--- config.mk ---
export PLATFORM = sky130hd
export DESIGN_NAME = conv_pixel_feeder
export DESIGN_NICKNAME = d
export VERILOG_FILES = /design/src/rtl/conv_pixel_feeder.sv
export SDC_FILE = /design/constraint.sdc
export NUM_CORES = 1
export LEC_CHECK = 0
export CORE_UTILIZATION = 41
export CTS_CLUSTER_DIAMETER = 150
export DETAILED_ROUTE_END_ITERATION = 8
export PLACE_DENSITY = 0.6
export SLEW_MARGIN = 20
export SYNTH_ARGS = -nofsm -noshare
export SYNTH_HDL_FRONTEND = slang
export SYNTH_SLANG_ARGS = --single-unit
--- constraint.sdc ---
create_clock -name clk -period 7.5 [get_ports clk]
set_input_delay 1.5 -clock clk [delete_from_list [all_inputs] [get_ports clk]]
set_output_delay 1.5 -clock clk [all_outputs]
set_load 0.02 [all_outputs]
--- src/rtl/conv_pixel_feeder.sv ---
// Host-to-convolution pixel streamer: FIFO-buffered raster input, one frame per start.
// Define CONV_FEEDER_ZERO_PAD_EN to wrap the image in a 1-pixel zero border.
module conv_pixel_feeder #(
   parameter int unsigned DATA_WIDTH = 8,
   parameter int unsigned IMG_WIDTH  = 8,
   parameter int unsigned IMG_HEIGHT = 8,
   parameter int unsigned FIFO_DEPTH = 16
) (
   input  logic                  clk,
   input  logic                  rst_n,
   input  logic [DATA_WIDTH-1:0] s_data,
   input  logic                  s_valid,
   output logic                  s_ready,
   input  logic                  start,
   output logic [DATA_WIDTH-1:0] pixel_out,
   output logic                  valid_out,
   output logic                  sof,
   output logic                  eof,
   output logic                  busy,
   output logic                  frame_done,
   output logic [1:0]            dbg_state
);

`ifdef CONV_FEEDER_ZERO_PAD_EN
   localparam int unsigned PAD = 1;
`else
   localparam int unsigned PAD = 0;
`endif
   localparam int unsigned OUT_W = IMG_WIDTH + 2 * PAD;
   localparam int unsigned OUT_H = IMG_HEIGHT + 2 * PAD;
   localparam int unsigned CW    = $clog2(OUT_W) + 1;
   localparam int unsigned RW    = $clog2(OUT_H) + 1;
   localparam int unsigned AW    = $clog2(FIFO_DEPTH);

   typedef enum logic [1:0] {
      ST_IDLE   = 2'd0,
      ST_STREAM = 2'd1,
      ST_DONE   = 2'd2
   } state_e;

   // Handshake: a host word moves into the FIFO on any rising edge where
   // s_valid && s_ready; s_ready is just "FIFO not full", whatever the FSM does.

   logic [DATA_WIDTH-1:0] mem_q [FIFO_DEPTH];
   logic [AW-1:0]         wr_ptr_q, wr_ptr_d;
   logic [AW-1:0]         rd_ptr_q, rd_ptr_d;
   logic [AW:0]           count_q, count_d;
   logic                  full, empty, push, pop;

   state_e                state_q, state_d;
   logic [RW-1:0]         row_q, row_d;
   logic [CW-1:0]         col_q, col_d;
   logic                  interior, last_col, last_row;

   logic [DATA_WIDTH-1:0] pixel_q, pixel_d;
   logic                  valid_q, valid_d;
   logic                  sof_q, sof_d;
   logic                  eof_q, eof_d;

   assign full    = (count_q == (AW+1)'(FIFO_DEPTH));
   assign empty   = (count_q == '0);
   assign s_ready = !full;
   assign push    = s_valid && !full;

   always_comb begin
      wr_ptr_d = wr_ptr_q;
      rd_ptr_d = rd_ptr_q;
      count_d  = count_q;
      if (push) wr_ptr_d = wr_ptr_q + AW'(1);
      if (pop)  rd_ptr_d = rd_ptr_q + AW'(1);
      case ({push, pop})
         2'b10:   count_d = count_q + (AW+1)'(1);
         2'b01:   count_d = count_q - (AW+1)'(1);
         default: count_d = count_q;
      endcase
   end

   always_ff @(posedge clk) begin
      if (push) mem_q[wr_ptr_q] <= s_data;
   end

   assign last_col = (col_q == CW'(OUT_W - 1));
   assign last_row = (row_q == RW'(OUT_H - 1));

`ifdef CONV_FEEDER_ZERO_PAD_EN
   assign interior = (row_q != '0) && !last_row && (col_q != '0) && !last_col;
`else
   assign interior = 1'b1;
`endif

   // The STREAM->DONE move waits one cycle after the eof beat so that
   // frame_done (a DONE decode) lands on the cycle after eof.
   always_comb begin
      state_d = state_q;
      row_d   = row_q;
      col_d   = col_q;
      pop     = 1'b0;
      pixel_d = '0;
      valid_d = 1'b0;
      sof_d   = 1'b0;
      eof_d   = 1'b0;
      case (state_q)
         ST_IDLE: begin
            if (start) begin
               state_d = ST_STREAM;
               row_d   = '0;
               col_d   = '0;
            end
         end
         ST_STREAM: begin
            if (eof_q) begin
               state_d = ST_DONE;
            end else if (!interior || !empty) begin
               pop     = interior;
               valid_d = 1'b1;
               pixel_d = interior ? mem_q[rd_ptr_q] : '0;
               sof_d   = (row_q == '0) && (col_q == '0);
               eof_d   = last_row && last_col;
               if (last_col) begin
                  col_d = '0;
                  row_d = last_row ? '0 : row_q + RW'(1);
               end else begin
                  col_d = col_q + CW'(1);
               end
            end
         end
         ST_DONE: begin
            state_d = ST_IDLE;
         end
         default: begin
            state_d = ST_IDLE;
         end
      endcase
   end

   always_ff @(posedge clk or negedge rst_n) begin
      if (!rst_n) begin
         state_q  <= ST_IDLE;
         row_q    <= '0;
         col_q    <= '0;
         wr_ptr_q <= '0;
         rd_ptr_q <= '0;
         count_q  <= '0;
         pixel_q  <= '0;
         valid_q  <= 1'b0;
         sof_q    <= 1'b0;
         eof_q    <= 1'b0;
      end else begin
         state_q  <= state_d;
         row_q    <= row_d;
         col_q    <= col_d;
         wr_ptr_q <= wr_ptr_d;
         rd_ptr_q <= rd_ptr_d;
         count_q  <= count_d;
         pixel_q  <= pixel_d;
         valid_q  <= valid_d;
         sof_q    <= sof_d;
         eof_q    <= eof_d;
      end
   end

   assign pixel_out  = pixel_q;
   assign valid_out  = valid_q;
   assign sof        = sof_q;
   assign eof        = eof_q;
   assign busy       = (state_q != ST_IDLE);
   assign frame_done = (state_q == ST_DONE);
   assign dbg_state  = state_q;

endmodule

==> results of run 1 <==
-- state kept, by name (all words and copies together) (netlist names) --
name	count
sof	1
rd_ptr_q	4
pixel_out	8
mem_q	128
row_q	4
col_q	4
count_q	5
valid_out	1
eof	1
wr_ptr_q	4
dbg_state	2
-- worst register-to-register path, delay by kind of cell (launching register included) --
family | cells | cell delay [ns]
compound gates | 2 | 0.54
buf+inv | 1 | 0.12
xor+xnor | 3 | 0.52
simple gates | 2 | 0.17
flops | 1 | 0.53
fa+ha+maj | 2 | 0.55
-- per-layer routing --
layer,vias to the layer above,part of all wire,track usage
met1,1729,0.45,0.217
li1,1534,-,-
met4,0,0.016,0.0759
met2,59,0.50,0.254
met5,-,0,0
met3,19,0.036,0.0381
-- logic make-up after synthesis --
logic type | synth area share
compound gates | 0.0341
xor+xnor | 0.0156
fa+ha+maj | 0.0241
buf+inv | 0.0280
flops | 0.696
mux | 0.144
simple gates | 0.0584
-- power by group through the flow --
| stage | Clock, mW | Sequential (mW) | Combinational, mW |
|---|---|---|---|
| floorplan | 0 | 1.22 | 0.656 |
| global placement | 0 | 1.34 | 0.707 |
| detailed placement | 0 | 1.35 | 0.718 |
| CTS | 0.789 | 1.33 | 0.720 |
| global route | 0.826 | 1.36 | 0.778 |
| finish | 0.775 | 1.33 | 0.709 |
-- path summary, 6_finish.rpt --
kind                             from          end  depth (start not counted)
min reg2reg                count_q[4]   count_q[4]                          1
min in group asynchronous       rst_n          eof                          1
max in group asynchronous       rst_n  rd_ptr_q[1]                          1
max                           s_valid   count_q[2]                         10
max reg2reg                count_q[2]   count_q[2]                         10
min                        count_q[4]   count_q[4]                          1
-- through the flow --
step	cells	cell area [um2]
global route	630	7690
detailed placement	599	7140
global placement	599	7140
finish	630	7690
floorplan	374	6750
CTS	630	7670
-- layout by cell type (no fill, tap or decap), drive strengths merged, types with 9 or more instances in the layout --
cell / synthesis / final
edfxtp: 128 / 128
dfrtp: 34 / 34
mux4: 32 / 32
clkdlybuf4s50: 0 / 26
nor2: 19 / 19
nand2: 19 / 19
mux2i: 18 / 18
clkbuf: 3 / 17
ha: 13 / 13
inv: 9 / 13
clkinv: 1 / 10
nor3: 9 / 9
-- cells in the mapped netlist, drive strengths merged, types with 3 or more instances --
cell    instances
nand2b          5
mux4           32
o21ai           7
nand2          19
nor2           19
dfrtp          34
xor2            5
nor3b           4
nor2b           3
mux2i          18
nand3           3
buf            15
and3            5
ha             13
inv             9
xnor2           7
edfxtp        128
nor3            9
o22ai           8
clkbuf          3
-- area by class of cell --
| type | instances | area [um2] |
|---|---|---|
| clock buffers | 17 | 425 |
| clock inverters | 14 | 108 |
| fillers | 1356 | 8310 |
| inverters | 10 | 42.5 |
| multi-input cells | 184 | 1880 |
| flip-flops and latches | 162 | 4700 |
| well taps | 216 | 270 |
| repair buffers | 27 | 265 |
==> summary.md, run 1 <==
| Metric | Value |
|---|---|
| P_sw | 886 uW |
| CP Cell Sequence | clkdlybuf4s50_1 > a21boi_2 > inv_1 > ha_1 > xor2_1 > ha_1 > a21oi_1 > xor2_1 > nor2_1 > xor2_1 |
| Max cap viols | 0 |
| Clk pin slew, worst setup/hold paths | 0.06 ns |
| DRT antenna net count | 0 |
| Peak Freq | 288 MHz |
| Top delay family on crit path | buffers and inverters |
| Share of cells above drive strength 1 | 0.150 |
| Seq cells post-synth | 162 |
| Mapped Nets | 399 |
| Antenna cells | 0 |
| Vias per cell | 5.30 |
| First-pass GRT wire length | 19300 um |
| Syn_area_per_cell | 18.0 um2 |
| Clock sinks | 162 |
| DR pass1 iterations | 4 |
| Hold WC Path Type | flip-flop to flip-flop |
| GPL Wtd Cong | 0.792 |
| Worst slew margin | 0.285 |
| H-Tree Depth | 4 |
| Top-area cell type share of the netlist area | 0.570 |
| Critical Path RT | 7.80 ns |
| GR Overflow Total | 0 |
| Post-route clock skew | 0.00878 ns |
| Tot Pwr | 2.81 mW |
| Pwr/cell area | 365 nW/um2 |
| Initial Util | 0.422 |
| Synth cell types | 53 |
| Sequential fraction of the synthesis area | 0.696 |
| Switching Fraction | 0.315 |
| Drt drc | 0 |
| Main synth FF type | edfxtp_1 |
| Reg power frac | 0.472 |
| P&R area growth vs syn | 14.0% |
| Area contributors post-synth | edfxtp_1 (57%), dfrtp_1 (13%), mux4_1 (6.2%) |
| Hold Fails Final Rpt | 0 |
| Netlist Area Pre-Place | 6750 um2 |
| Total Routing Usage GR | 0.163 |
| Num CTS Buffers | 17 |
| Die Area | 17000 um2 |
| Startpoint type of the worst setup path | input pin |
| # setup viols final | 0 |
| Overall routed net length | 12300 um |
| Power Internal | 1.93 mW |
| Postcts setup bufs | 0 |
| Minimum clock period | 3.47 ns |
| CTS tree | built |
| CP max stage delay | 0.46 ns |
| Mean routed wirelength per cell | 19.6 um |
| Critical path buffers and inverters | 2 |
| PostCTS Resize Cnt | 0 |
| Post-DP HPWL | 8010 um |
| Clock network power share | 0.276 |
| Setup TNS | 0 ns |
| Synth area leader | edfxtp_1 |
| Die X | 130 um |
| Mapped Cells | 374 |
| Post-synth ARST share | 0.210 |
| Root cell of the clock tree | clkbuf_16 |
| Critical path endpoint category | flip-flop |
| Site Rows | 46 |
| Leak Pwr | 2.73 nW |
| Worst-Margin Slew | 1.07 ns |
| Outcome | completed |
| I/O pin count | 28 |
| Dpl ws | 3.54 ns |
| Vias in the first global route | 3254 |
| CTS Hold Bufs | 0 |
| Core Area | 16000 um2 |
| CP max-delay cell | clkdlybuf4s50_1 |
| Nets | 427 |
| Number of antenna violations at the first check in global routing | 0 |
| Comb pwr share | 0.252 |
| Syn. warnings | 0 |
| Period utilisation layout | 0.463 |
| R2R Setup Slk | 4.92 ns |
| Worst setup margin | 4.03 ns |
| Crit Path Class | input pin to flip-flop |
| Largest net degree at the start of global routing | 36 |
| Initial DRC count | 228 |
| CP most frequent cell | xor2_1 |
| Die Ht | 130 um |
| Worst-skew pair later-pin latency | 0.43 ns |
| Worst-path maximum fanout | 9 |
| Post-layout util | 0.481 |
| Vias after detailed routing | 3341 |
| RSZ-0062 raised after global routing | false |
| Max VDD drop | 0.207 mV |
| Number of port buffers | 27 |
| Max clock buf depth | 2 |
| Crit path arrival time | 3.77 ns |
| Hold slack | 0.534 ns |
| Post-synth EDFFs | 128 |
| Max Slew Vio Count | 0 |
No activity file was read; power rests on OpenSTA's default activity.
==> run 2: changes to the inputs <==
--- a/config.mk
+++ b/config.mk
@@ -8,7 +8,7 @@
 export CORE_UTILIZATION = 41
 export CTS_CLUSTER_DIAMETER = 150
 export DETAILED_ROUTE_END_ITERATION = 8
-export PLACE_DENSITY = 0.6
+export PLACE_DENSITY = 0.62
 export SLEW_MARGIN = 20
 export SYNTH_ARGS = -nofsm -noshare
 export SYNTH_HDL_FRONTEND = slang
==> constraint.sdc (replaced) <==
create_clock -name clk -period 2.9 [get_ports clk]
set_input_delay 0.58 -clock clk [delete_from_list [all_inputs] [get_ports clk]]
set_output_delay 0.58 -clock clk [all_outputs]
set_load 0.02 [all_outputs]
==> summary.md, run 2 (same netlist as run 1, synthesis figures left out) <==
| Metric | Value |
|---|---|
| CP max-delay cell | clkdlybuf4s50_1 (unchanged) |
| Initial Util | 0.422 (unchanged) |
| Max VDD drop | 0.501 mV (was 0.207 mV) |
| Max clock buf depth | 2 (unchanged) |
| Minimum clock period | 2.53 ns |
| Crit Path Class | flip-flop to output port (was input pin to flip-flop) |
| Overall routed net length | 12200 um (was 12300 um) |
| Crit path arrival time | 1.95 ns (was 3.77 ns) |
| Initial DRC count | 255 (was 228) |
| Max reg flops | 128 (unchanged) |
| Largest net degree at the start of global routing | 36 (unchanged) |
| Vias after detailed routing | 3452 (was 3341) |
| DR pass1 iterations | 4 (unchanged) |
| Postcts setup bufs | 0 (unchanged) |
| Total Routing Usage GR | 0.158 (was 0.163) |
| Top delay family on crit path | buffers and inverters (unchanged) |
| Num CTS Buffers | 17 (unchanged) |
| CP Cell Sequence | nor4_2 > nand2_1 > clkdlybuf4s50_1 (was clkdlybuf4s50_1 > a21boi_2 > inv_1 > ha_1 > xor2_1 > ha_1 > a21oi_1 > xor2_1 > nor2_1 > xor2_1) |
| Max Slew Vio Count | 0 (unchanged) |
| CP max stage delay | 0.54 ns (was 0.46 ns) |
| Pwr/cell area | 959 nW/um2 (was 365 nW/um2) |
| Worst-skew pair later-pin latency | 0.42 ns (was 0.43 ns) |
| Highest-count cells in the layout ignoring fill and taps | edfxtp_1 (128), dfrtp_1 (33), clkdlybuf4s50_1 (26) (was edfxtp_1 (128), dfrtp_1 (32), clkdlybuf4s50_1 (26)) |
| Startpoint type of the worst setup path | flip-flop (was input pin) |
| Period utilisation layout | 0.874 |
| Setup TNS | 0 ns (unchanged) |
| Post-DP HPWL | 8010 um (about the same) |
| Peak Freq | 395 MHz |
| Worst-path maximum fanout | 8 (was 9) |
| GR Overflow Total | 0 (unchanged) |
| Dpl ws | 0.280 ns (was 3.54 ns) |
| Commonest non-fill, non-tap cell in the layout | edfxtp_1 (unchanged) |
| First-pass GRT wire length | 19100 um (was 19300 um) |
| Die X | 130 um (unchanged) |
| I/O pin count | 28 (unchanged) |
| Site Rows | 46 (unchanged) |
| Hold slack | 0.247 ns (was 0.534 ns) |
| Worst-Margin Slew | 0.813 ns (was 1.07 ns) |
| Post-route clock skew | 0.00513 ns (was 0.00878 ns) |
| Outcome | completed (unchanged) |
| Die Area | 17000 um2 (unchanged) |
| Antenna cells | 0 (unchanged) |
| Share of cells above drive strength 1 | 0.180 (was 0.150) |
| Tot Pwr | 7.60 mW (was 2.81 mW) |
| Number of antenna violations at the first check in global routing | 0 (unchanged) |
| PostCTS Resize Cnt | 0 (unchanged) |
| RSZ-0062 raised after global routing | false (unchanged) |
| # setup viols final | 0 (unchanged) |
| H-Tree Depth | 4 (unchanged) |
| Drt drc | 0 (unchanged) |
| Critical Path RT | 2.32 ns (was 7.80 ns) |
| Die Ht | 130 um (unchanged) |
| Number of port buffers | 27 (unchanged) |
| Critical path endpoint category | output port (was flip-flop) |
| Nets | 450 (was 427) |
| P&R area growth vs syn | 17.3% (was 14.0%) |
| Core Area | 16000 um2 (unchanged) |
| CTS tree | built (unchanged) |
| Post-DP Area | 7320 um2 (was 7140 um2) |
| Clk pin slew, worst setup/hold paths | 0.06 ns (about the same) |
| Clock sinks | 162 (unchanged) |
| Hold WC Path Type | input pin to asynchronous set/reset pin (was flip-flop to flip-flop) |
| Post-route cell area | 7920 um2 (was 7690 um2) |
| Max cap viols | 0 (unchanged) |
| GPL Wtd Cong | 0.735 (was 0.792) |
| Worst setup margin | 0.366 ns (was 4.03 ns) |
| Vias per cell | 5.28 (was 5.30) |
| Root cell of the clock tree | clkbuf_16 (unchanged) |
| CTS Hold Bufs | 0 (unchanged) |
| Leak Pwr | 2.87 nW (was 2.73 nW) |
| Largest Register | mem_q (unchanged) |
| Vias in the first global route | 3467 (was 3254) |
| Critical path buffers and inverters | 1 (was 2) |
| Hold Fails Final Rpt | 0 (unchanged) |
| Worst slew margin | 0.458 (was 0.285) |
| Mean routed wirelength per cell | 18.6 um (was 19.6 um) |
| DRT antenna net count | 0 (unchanged) |
run 2: changes by cell type in the layout (fill, tap and decap cells not counted), sizes merged:
cell and delta:
clkbuf +2, inv -3, clkinvlp +2, clkinv -3
buf +23, bufinv +3
run 2: per-layer routing:
layer	wire length, um	GRT usage	up-vias
met4	155	0.0534	0
li1	-	-	1575
met5	0	0	-
met3	486	0.0500	15
met2	6070	0.254	76
met1	5450	0.202	1786
run 2: path summary, 6_finish.rpt:
path                             from            to  slack (ns)  cells after the start
max reg2reg                count_q[2]    count_q[2]        0.46                     10
min                             rst_n  dbg_state[1]        0.25                      1
max in group asynchronous       rst_n   rd_ptr_q[1]        2.10                      1
max                        count_q[2]       s_ready        0.37                      3
min reg2reg                  row_q[0]      row_q[0]        0.53                      1
min in group clk             row_q[0]      row_q[0]        0.53                      1
run 2: power breakdown:
| part | switching (mW) | internal, mW | leakage, nW |
|---|---|---|---|
| logic | 1.07 | 1.07 | 1.02 |
| clock network | 0.883 | 1.35 | 0.281 |
| registers | 0.327 | 2.90 | 1.56 |
| total | 2.28 | 5.32 | 2.87 |
run 2: cell type report:
type	count	area [um2]
inverters	10	42.5
clock buffers	19	433
fillers	1338	8080
multi-input cells	184	1860
flip-flops and latches	162	4700
well taps	216	270
repair buffers	50	450
clock inverters	13	161
run 2: through the flow:
stage	cells	util
6_report	654	0.495
5_1_grt	654	0.495
4_1_cts	654	0.495
3_5_place_dp	622	0.458
3_3_place_gp	622	0.458
2_1_floorplan	374	-
